==> src/rtl/coin_pkg.sv <==
// ---------------------------------------------------------------------------
// coin_pkg
// Shared definitions for the coin event scheduler:
//   - coin codes carried on coin_code (COIN_HALF / COIN_ONE)
//   - output FSM state encoding
//   - default timing constants for a 50 MHz system clock
// ---------------------------------------------------------------------------
package coin_pkg;

  localparam logic COIN_HALF = 1'b0;
  localparam logic COIN_ONE  = 1'b1;

  typedef enum logic [1:0] {
    ST_IDLE  = 2'd0,
    ST_OFFER = 2'd1,
    ST_GAP   = 2'd2
  } state_t;

  // 20 ms debounce, 1 s pacing at 50 MHz
  localparam int DB_CYCLES_50MHZ    = 1000000;
  localparam int PACE_CYCLES_50MHZ  = 50000000;
  localparam int FIFO_DEPTH_DEFAULT = 4;

endpackage

==> src/rtl/coin_debounce.sv <==
// ---------------------------------------------------------------------------
// coin_debounce
// One button channel: 2-flop synchronizer, debounce counter and a registered
// one-cycle pulse on every accepted 1->0 transition of the debounced level.
//
// Ports:
//   clk    in   system clock
//   reset  in   synchronous, active-low reset (button reads as released)
//   btn_n  in   raw active-low button, asynchronous to clk
//   fall   out  one-cycle pulse when the debounced level goes 1 -> 0
//
// Latency from a clean raw falling edge to fall: 2 + DB_CYCLES cycles.
// ---------------------------------------------------------------------------
module coin_debounce #(
  parameter int DB_CYCLES = 1000000
) (
  input  logic clk,
  input  logic reset,
  input  logic btn_n,
  output logic fall
);

  localparam int CW = (DB_CYCLES > 1) ? $clog2(DB_CYCLES) : 1;

  logic          sync1_reg;
  logic          sync2_reg;
  logic          level_reg;
  logic          fall_reg;
  logic [CW-1:0] cnt_reg;

  always_ff @(posedge clk) begin
    if (!reset) begin
      sync1_reg <= 1'b1;
      sync2_reg <= 1'b1;
      level_reg <= 1'b1;
      fall_reg  <= 1'b0;
      cnt_reg   <= '0;
    end else begin
      sync1_reg <= btn_n;
      sync2_reg <= sync1_reg;
      fall_reg  <= 1'b0;
      // Count consecutive samples that disagree with the accepted level; any
      // sample agreeing with it (a bounce back) restarts the count.
      if (sync2_reg == level_reg) begin
        cnt_reg <= '0;
      end else if (cnt_reg == CW'(DB_CYCLES - 1)) begin
        level_reg <= sync2_reg;
        fall_reg  <= ~sync2_reg;
        cnt_reg   <= '0;
      end else begin
        cnt_reg <= cnt_reg + CW'(1);
      end
    end
  end

  assign fall = fall_reg;

endmodule

==> src/rtl/coin_event_scheduler.sv <==
// ---------------------------------------------------------------------------
// coin_event_scheduler
// Debounces the half / one coin buttons, turns each press into a pending
// flag, arbitrates the flags into a small FIFO and offers the buffered coin
// events to the vending core over valid/ready, with a minimum pacing gap
// between handshakes.
//
// Ports:
//   clk         in   system clock
//   reset       in   synchronous, active-low reset
//   half_btn_n  in   raw half-dollar button (active-low, async)
//   one_btn_n   in   raw one-dollar button (active-low, async)
//   coin_valid  out  coin event offered
//   coin_code   out  0 = half, 1 = one (0 while coin_valid = 0)
//   coin_ready  in   vending core accepts the offered event
//   fifo_level  out  buffered events, including the one being offered
//   drop_pulse  out  one-cycle pulse when a press is discarded
//   busy        out  events buffered or pacing gap still running
//
// Build option: COIN_ARB_RR_EN selects round-robin arbitration between
// simultaneously pending channels; otherwise half always wins.
// ---------------------------------------------------------------------------
module coin_event_scheduler
  import coin_pkg::*;
#(
  parameter int DB_CYCLES   = DB_CYCLES_50MHZ,
  parameter int PACE_CYCLES = PACE_CYCLES_50MHZ,
  parameter int FIFO_DEPTH  = FIFO_DEPTH_DEFAULT
) (
  input  logic                        clk,
  input  logic                        reset,
  input  logic                        half_btn_n,
  input  logic                        one_btn_n,
  output logic                        coin_valid,
  output logic                        coin_code,
  input  logic                        coin_ready,
  output logic [$clog2(FIFO_DEPTH):0] fifo_level,
  output logic                        drop_pulse,
  output logic                        busy
);

  localparam int PW = $clog2(FIFO_DEPTH);
  localparam int LW = PW + 1;
  localparam int TW = (PACE_CYCLES > 1) ? $clog2(PACE_CYCLES) : 1;

  logic half_fall;
  logic one_fall;

  coin_debounce #(.DB_CYCLES(DB_CYCLES)) u_half_db (
    .clk   (clk),
    .reset (reset),
    .btn_n (half_btn_n),
    .fall  (half_fall)
  );

  coin_debounce #(.DB_CYCLES(DB_CYCLES)) u_one_db (
    .clk   (clk),
    .reset (reset),
    .btn_n (one_btn_n),
    .fall  (one_fall)
  );

  // ---------------- pending flags and arbitration -------------------------
  logic pend_half_reg;
  logic pend_one_reg;
  logic drop_pulse_reg;
  logic grant_half;
  logic grant_one;
  logic push;
  logic push_code;
  logic pop;
  logic space;

  logic          mem [FIFO_DEPTH];
  logic [PW-1:0] wr_ptr_reg;
  logic [PW-1:0] rd_ptr_reg;
  logic [LW-1:0] level_reg;

  // A full FIFO still has room when the head is popped in the same cycle.
  assign space = (level_reg != LW'(FIFO_DEPTH)) || pop;

`ifdef COIN_ARB_RR_EN
  logic last_grant_reg;

  always_comb begin
    grant_half = 1'b0;
    grant_one  = 1'b0;
    if (space) begin
      if (pend_half_reg && pend_one_reg) begin
        // Contention: the channel not granted last time wins.
        grant_half = (last_grant_reg == COIN_ONE);
        grant_one  = (last_grant_reg == COIN_HALF);
      end else begin
        grant_half = pend_half_reg;
        grant_one  = pend_one_reg;
      end
    end
  end

  always_ff @(posedge clk) begin
    if (!reset) begin
      last_grant_reg <= COIN_ONE;
    end else if (push && pend_half_reg && pend_one_reg) begin
      last_grant_reg <= push_code;
    end
  end
`else
  always_comb begin
    grant_half = 1'b0;
    grant_one  = 1'b0;
    if (space) begin
      grant_half = pend_half_reg;
      grant_one  = pend_one_reg && !pend_half_reg;
    end
  end
`endif

  assign push      = grant_half || grant_one;
  assign push_code = grant_one ? COIN_ONE : COIN_HALF;

  always_ff @(posedge clk) begin
    if (!reset) begin
      pend_half_reg  <= 1'b0;
      pend_one_reg   <= 1'b0;
      drop_pulse_reg <= 1'b0;
    end else begin
      // A new press only sets an idle flag; a press onto a set flag is lost.
      pend_half_reg  <= (pend_half_reg && !grant_half) || (half_fall && !pend_half_reg);
      pend_one_reg   <= (pend_one_reg && !grant_one) || (one_fall && !pend_one_reg);
      drop_pulse_reg <= (half_fall && pend_half_reg) || (one_fall && pend_one_reg);
    end
  end

  // ---------------- coin event FIFO ---------------------------------------
  always_ff @(posedge clk) begin
    if (push) begin
      mem[wr_ptr_reg] <= push_code;
    end
  end

  always_ff @(posedge clk) begin
    if (!reset) begin
      wr_ptr_reg <= '0;
      rd_ptr_reg <= '0;
      level_reg  <= '0;
    end else begin
      if (push) wr_ptr_reg <= wr_ptr_reg + PW'(1);
      if (pop)  rd_ptr_reg <= rd_ptr_reg + PW'(1);
      case ({push, pop})
        2'b10:   level_reg <= level_reg + LW'(1);
        2'b01:   level_reg <= level_reg - LW'(1);
        default: level_reg <= level_reg;
      endcase
    end
  end

  // ---------------- output FSM and pacing ---------------------------------
  state_t        state_reg;
  state_t        state_next;
  logic [TW-1:0] pace_reg;
  logic [TW-1:0] pace_next;

  always_ff @(posedge clk) begin
    if (!reset) begin
      state_reg <= ST_IDLE;
      pace_reg  <= '0;
    end else begin
      state_reg <= state_next;
      pace_reg  <= pace_next;
    end
  end

  always_comb begin
    state_next = state_reg;
    pace_next  = pace_reg;
    pop        = 1'b0;
    coin_valid = 1'b0;
    case (state_reg)
      ST_IDLE: begin
        if (level_reg != '0 && pace_reg == '0) state_next = ST_OFFER;
      end
      ST_OFFER: begin
        coin_valid = 1'b1;
        if (coin_ready) begin
          pop        = 1'b1;
          pace_next  = TW'(PACE_CYCLES - 1);
          state_next = ST_GAP;
        end
      end
      ST_GAP: begin
        // Leave on the edge where the counter lands on zero.
        if (pace_reg <= TW'(1)) begin
          pace_next  = '0;
          state_next = ST_IDLE;
        end else begin
          pace_next = pace_reg - TW'(1);
        end
      end
      default: state_next = ST_IDLE;
    endcase
  end

  assign coin_code  = coin_valid ? mem[rd_ptr_reg] : COIN_HALF;
  assign fifo_level = level_reg;
  assign drop_pulse = drop_pulse_reg;
  assign busy       = (level_reg != '0) || (pace_reg != '0);

endmodule
==> config.mk <==
export PLATFORM = sky130hd
export DESIGN_NAME = coin_event_scheduler
export DESIGN_NICKNAME = d
export VERILOG_FILES = /design/src/rtl/coin_pkg.sv /design/src/rtl/coin_debounce.sv /design/src/rtl/coin_event_scheduler.sv
export SDC_FILE = /design/constraint.sdc
export NUM_CORES = 1
export LEC_CHECK = 0
export CELL_PAD_IN_SITES_DETAIL_PLACEMENT = 1
export CELL_PAD_IN_SITES_GLOBAL_PLACEMENT = 1
export CORE_ASPECT_RATIO = 0.6
export CORE_MARGIN = 4
export CORE_UTILIZATION = 53
export CTS_BUF_LIST = sky130_fd_sc_hd__clkbuf_4
export CTS_CLUSTER_SIZE = 8
export DETAILED_ROUTE_END_ITERATION = 10
export PLACE_DENSITY = 0.94
export SLEW_MARGIN = 20
export SYNTH_ARGS = -nofsm -noshare
export SYNTH_HDL_FRONTEND = slang
export SYNTH_SLANG_ARGS = --single-unit
==> constraint.sdc <==
create_clock -name clk -period 7.2 [get_ports clk]
set_input_delay 0.72 -clock clk [delete_from_list [all_inputs] [get_ports clk]]
set_output_delay 0.72 -clock clk [all_outputs]
set_load 0.1 [all_outputs]
Word level (Yosys, flattened, before mapping)

Memories as Yosys holds them, arrays and structs flattened. A register that Yosys moved wholly into a read port is not among the register bits.
Cells that the tools add are included.

Eq/ne operators: 12
Bitwise gates (word level): 7
Add/subtract/negate cells: 7
Multiplexer cells: 19
Order comparisons: 1
Reduce and logical (&&, ||, !) cells: 32

Operator list:

| operator                                                                           | count |
|---|---|
| 26-bit 2-to-1 mux                                                                  | 2 |
| 26-bit case mux with 2 select lines                                                | 1 |
| 20-bit by 1-bit adder with 20-bit output (second input constant)                   | 2 |
| 20-bit == test (second input constant)                                             | 2 |
| 26-bit by 1-bit less-or-equal comparator with 1-bit output (second input constant) | 1 |
| 26-bit zero test                                                                   | 1 |
| 26-bit nonzero test                                                                | 1 |
| 26-bit by 1-bit subtractor with 26-bit output (second input constant)              | 1 |
| 3-bit OR reduction                                                                 | 4 |
| 2-bit 2-to-1 mux                                                                   | 5 |
| 1-bit 2-to-1 mux                                                                   | 9 |
| 1-bit logical AND                                                                  | 8 |
| 1-bit inverter                                                                     | 7 |
| 1-bit logical OR                                                                   | 6 |
| 2-bit inequality test (second input constant)                                      | 3 |
| 2-bit case mux with 3 select lines                                                 | 1 |
| 3-bit case mux with 2 select lines                                                 | 1 |
| 2-bit AND reduction                                                                | 3 |
| 2-bit by 1-bit adder with 2-bit output (second input constant)                     | 2 |
| 2-bit by 1-bit == test with 1-bit output (second input constant)                   | 2 |
| 2-bit == test (second input constant)                                              | 2 |
| 1-bit zero test                                                                    | 4 |
| 2-bit nonzero test                                                                 | 2 |
| 3-bit by 1-bit adder with 3-bit output (second input constant)                     | 1 |
| 6 further kinds                                                                    | 7 |

Register bits: 86
Output and inout port bits: 7
Input bits: 5
Word-level logic and storage cells: 97
Memory bits (writable): 4
Memories: 1

Memories:

| memory | words | width | read ports | clocked after memory_dff | write ports | RTL line                   | source |
|---|---|---|---|---|---|---|---|
| mem    | 4     | 1     | 1          | 1                        | 1           | coin_event_scheduler.sv:74 | `logic mem [FIFO_DEPTH];` |

Longest topological paths before layout

Depth after elaboration: 7
Depth in mapped cells: 10
Mapped depth without buffers: 10

Hierarchy

From an unflattened synthesis, not the netlist that was laid out.

Cell total of the unflattened synthesis: 517
Area, all modules: 4414.2 µm²

Modules (own cells, without submodules):

| module               | times used | area each (µm²) | sequential area each (µm²) | cells each |
|---|---|---|---|---|
| coin_event_scheduler | 1          | 2287.2          | 920.9                      | 271 |
| coin_debounce        | 2          | 1063.5          | 480.5                      | 123 |

Worst setup path after synthesis

OpenSTA, ideal clock, no wires.

Kind: reg2reg
Start point: reg state_reg[0]
End point: reg level_reg[2], in the netlist fifo_level[2]
Period minus slack after synthesis: 3907 ps
Arrival time: 3837 ps
Stages on the path, launching flop included: 11
Setup time: 70 ps
Slack: 3293 ps
Data required time: 7130 ps
Buffers on the path: 1
Path through: dfxtp_1 -> nor2b_1 -> nand2_1 -> inv_1 -> clkbuf_1 -> ha_1 -> inv_1 -> fa_1 -> xor2_1 -> or3_1 -> a21oi_1

Longest elaborated chain between the ends: 7
Elaborated cells between the ends (all ways): 10
Those cells by class: eq/ne: 3; mux: 4; reduce/logical: 3

RTL lines:

| what                                                                      | RTL line                    | source |
|---|---|---|
| start, declared                                                           | coin_event_scheduler.sv:158 | `state_t state_reg;` |
| start signal, assigned                                                    | coin_event_scheduler.sv:168 | `state_reg <= state_next;` |
| 2-bit by 1-bit == test with 1-bit output *                                | coin_event_scheduler.sv:178 | `case (state_reg)` |
| 1-bit 2-to-1 mux *                                                        | coin_event_scheduler.sv:178 |  |
| via pop                                                                   | coin_event_scheduler.sv:71  | `logic pop;` |
| 1-bit logical OR                                                          | coin_event_scheduler.sv:80  | `assign space = (level_reg != LW'(FIFO_DEPTH)) \|\| pop;` |
| 1-bit 2-to-1 mux                                                          | coin_event_scheduler.sv:111 | `if (space) begin` |
| 1-bit logical OR                                                          | coin_event_scheduler.sv:118 | `assign push = grant_half \|\| grant_one;` |
| 2-bit by 1-bit == test with 1-bit output or 2-bit == test (tied branches) | coin_event_scheduler.sv:149 | `case ({push, pop})` |
| 3-bit case mux with 2 select lines or 2-bit nonzero test (tied branches)  | n/a                         |  |
| end signal, assigned                                                      | coin_event_scheduler.sv:150 | `2'b10: level_reg <= level_reg + LW'(1);` |
| end signal, assigned                                                      | coin_event_scheduler.sv:151 | `2'b01: level_reg <= level_reg - LW'(1);` |
| end signal, assigned                                                      | coin_event_scheduler.sv:152 | `default: level_reg <= level_reg;` |
| end, declared                                                             | coin_event_scheduler.sv:77  | `logic [LW-1:0] level_reg;` |

The timed path passes the listed nets; every way through them passes the cells marked *.
A chain may end at the register's enable or synchronous reset.

Final worst setup path

Start point: reg pace_reg[2]
End point: out busy

Longest elaborated chain between the ends: 2

RTL lines:

| what                   | RTL line                    | source |
|---|---|---|
| start, declared        | coin_event_scheduler.sv:160 | `logic [TW-1:0] pace_reg;` |
| start signal, assigned | coin_event_scheduler.sv:169 | `pace_reg <= pace_next;` |
| 26-bit nonzero test    | coin_event_scheduler.sv:206 | `assign busy = (level_reg != '0) \|\| (pace_reg != '0);` |
| 1-bit logical OR       | coin_event_scheduler.sv:206 |  |
| end, declared          | coin_event_scheduler.sv:39  | `output logic busy` |

Every way passes these cells.

==> reports/results.txt <==
routed vias/inst - 6.270
Root Driver - clkbuf_4
count of cell types in the netlist - 62
CP Launch Type - flip-flop
delay-heaviest family, CP - simple AND/OR/NAND/NOR gates
Initial Util - 55.04%
worst skew pair latency - 0.46 ns
top post-synthesis cells by area - dfxtp_1, nor2_1, xor2_1, xnor2_1, edfxtp_1
initial antenna violation count - 0
GRT Total Usage - 25.48%
Netlist Area Pre-Place - 4373 sq um
standard-cell rows - 25
clock tree buffer depth - 2
Final TNS setup - 0 ns
cells along the critical path - nor4_2 > nand2_1 > nor3_1 > nand2_1 > clkdlybuf4s50_1
Worst Setup Slack, final - 2.904 ns
kind of critical path - reg2out
sequential area share after synthesis - 43.03%
hold_buf cts - 0
area of the multi-input gates - 2327 sq um
I/O pin count - 12
DP Worst Slack - 3.528 ns
final worst path period share - 59.66%
Async SR Flop Fraction - 0%
#FFs+latches synth - 92
ant diodes - 0
Primary FF master, synth - dfxtp_1
Final Core Density - 58.82%
setup violators final - 0
drt pass-1 iters - 5
Rel. slew slack - 31.50%
cts bufs inserted - 9
FMAX - 232.8 MHz
Synth area leader - dfxtp_1
Peak VDD IR - 0.1378 mV
antenna-violating nets left - 0
DR WL/cell - 19.69 um
combinational power share - 8.2%
leakage - 1.690 nW
Max-Cap Viols - 0
setup bufs post-CTS - 0
WP buf/inv - 1
post-cts sizing count - 0
synthesized instance count - 490
Core Region - 7945 sq um
Die W - 125.3 um
via count - 3806
sequential share of power - 58.8%
Syn. warnings - 0
Pwr Density - 188.9 nW/um^2
vias in the first global route - 3864
largest net degree at the start of global routing - 28
CP Max Fanout - 11
Final Total Pwr - 0.0008825 W
CP dominant cell by count - nand2_1
Total Wirelength - 11950 um
ratio of cells with drive above 1 in the final layout - 6.212%
Final Critical Period - 4.296 ns
RSZ-0062 raised after global routing - no
clk_skew - 0.02209 ns
Hold Crit Class - reg2reg
clock sinks - 92
CTS tree - built
Internal Power - 0.0006522 W
# fillers - 953
Reg clk slew, reported paths - 0.14 ns
slowest stage delay, CP - 0.98 ns
Worst EP arrival - 3.58 ns
Post-synth EDFFs - 4
syn_area_per_cell - 8.924 sq um
CP required - 6.48 ns
hpwl dp - 8485 um
grt total ovfl - 0
clock network fraction of total power - 33.0%
final hold viol count - 0
Least-Margin Pin Slew - 1.019 ns
Sw Ratio - 26.10%
Slew Viols, Final - 0
Residual DRC - 0
net switching power - 0.0002303 W
P&R area growth vs syn - 6.867%
GP Congestion - 0.9390
H-Tree Depth - 3
outcome - completed
Die Ht - 78.36 um
max FFs per register - 26
Iter 0 DRT Violations - 405
Synth Net Count - 505
Worst setup EP type - output pin
I/O Buffers - 11
Nets - 509
critical path's slowest cell - clkdlybuf4s50_1
die area - 9816 sq um
register area - 1882 sq um
Yosys top cell area share - 40.29%
first-pass GRT wire length - 20050 um
==> layer usage <==
layer / vias to the layer above / part of all wire [%] / GRT usage, %
met5: - / 0 / 0
met4: 0 / 1.7 / 7.576
met3: 27 / 7.1 / 6.254
met2: 146 / 45 / 41.05
met1: 1870 / 46 / 34.17
li1: 1763 / - / -
==> cells in the mapped netlist, types with 3 or more instances <==
| cell type | count |
|---|---|
| dfxtp_1 | 88 |
| nor2_1 | 75 |
| nand2_1 | 30 |
| xor2_1 | 22 |
| nand3_1 | 21 |
| xnor2_1 | 21 |
| inv_1 | 19 |
| nor3_1 | 19 |
| a21oi_1 | 18 |
| clkbuf_1 | 14 |
| o21ai_0 | 13 |
| and3_1 | 12 |
| nand4_1 | 10 |
| ha_1 | 9 |
| or3_1 | 9 |
| nor4_1 | 8 |
| a31oi_1 | 6 |
| nand2b_1 | 6 |
| nor4b_1 | 6 |
| a311o_1 | 5 |
| and2_1 | 5 |
| and4b_1 | 5 |
| mux2i_1 | 5 |
| o21ai_1 | 5 |
| or4_1 | 5 |
| and4_1 | 4 |
| edfxtp_1 | 4 |
| a22o_1 | 3 |
==> cell usage in the layout, fill, tap and decap left out, types with 3 or more instances in the layout <==
master	netlist	layout
dfxtp_1	88	88
nor3_1	19	19
edfxtp_1	4	4
and3_1	12	12
a21oi_1	18	18
nor4_1	8	8
nand2b_1	6	6
clkbuf_4	0	12
clkdlybuf4s50_1	0	11
o21ai_0	13	13
nor2_1	75	75
nand3_1	21	21
a311o_1	5	5
or4_1	5	5
and2_1	5	5
inv_1	19	19
xor2_1	22	22
o21ai_1	5	5
nor4b_1	6	6
a22o_1	3	3
mux2i_1	5	5
nand4_1	10	10
nand2_1	30	30
and4_1	4	4
and4b_1	5	5
ha_1	9	9
xnor2_1	21	21
a31oi_1	6	6
or3_1	9	9
==> worst paths after layout <==
kind | from | slack [ns] | endpoint | depth (start not counted)
worst max-delay path | pace_reg[2]$_SDFFE_PN0P_ | 2.90 | busy | 5
worst min-delay path | u_half_db.sync1_reg$_SDFF_PN1_ | 0.42 | u_half_db.sync2_reg$_SDFF_PN1_ | 1
worst max register to register | pace_reg[2]$_SDFFE_PN0P_ | 4.27 | pace_reg[15]$_SDFFE_PN0P_ | 5
worst min register to register | u_half_db.sync1_reg$_SDFF_PN1_ | 0.42 | u_half_db.sync2_reg$_SDFF_PN1_ | 1
==> metrics by stage <==
stage	instances	hold WS [ns]	area, sq um
after global placement	591	0.3900	4533
after global routing	607	0.4629	4673
after CTS	607	0.4267	4673
after floorplan	490	0.3863	4373
final	607	0.4239	4673
after detailed placement	591	0.3954	4533
==> cell families (layout without fill, tap and decap cells) <==
kind of cell    Yosys count  in the layout  share of synthesized area [%]
compound gates           73             73                          12.08
xor+xnor                 43             43                          8.612
fa+ha+maj                10             10                          3.033
buf+inv                  38             47                          3.748
flops                    92             92                          43.03
mux                       6              6                          1.660
simple gates            228            228                          27.84
==> power groups by stage <==
| stage | clock, W | combinational [W] | sequential [W] |
|---|---|---|---|
| 2_1_floorplan | 0 | 0.0000525 | 0.000528 |
| 3_3_place_gp | 0 | 0.0000660 | 0.000529 |
| 3_5_place_dp | 0 | 0.0000691 | 0.000530 |
| 4_1_cts | 0.000298 | 0.0000700 | 0.000519 |
| 5_1_grt | 0.000320 | 0.0000757 | 0.000519 |
| 6_report | 0.000291 | 0.0000726 | 0.000519 |
==> worst register-to-register path, delay by kind of cell (launching register included) <==
family             cells  cell delay (ns)
muxes                  1             0.26
AOI/OAI and AO/OA      1             0.09
DFF                    1             0.38
and+or+nand+nor        3             2.07
==> area by class of cell <==
type	count	share of cell area [%]
well taps	108	2.892
clock buffers	12	1.928
multi-input cells	360	49.80
clock inverters	4	1.071
flip-flops and latches	92	40.27
repair buffers	12	2.517
inverters	19	1.526
Power figures use the tool's default switching activity.
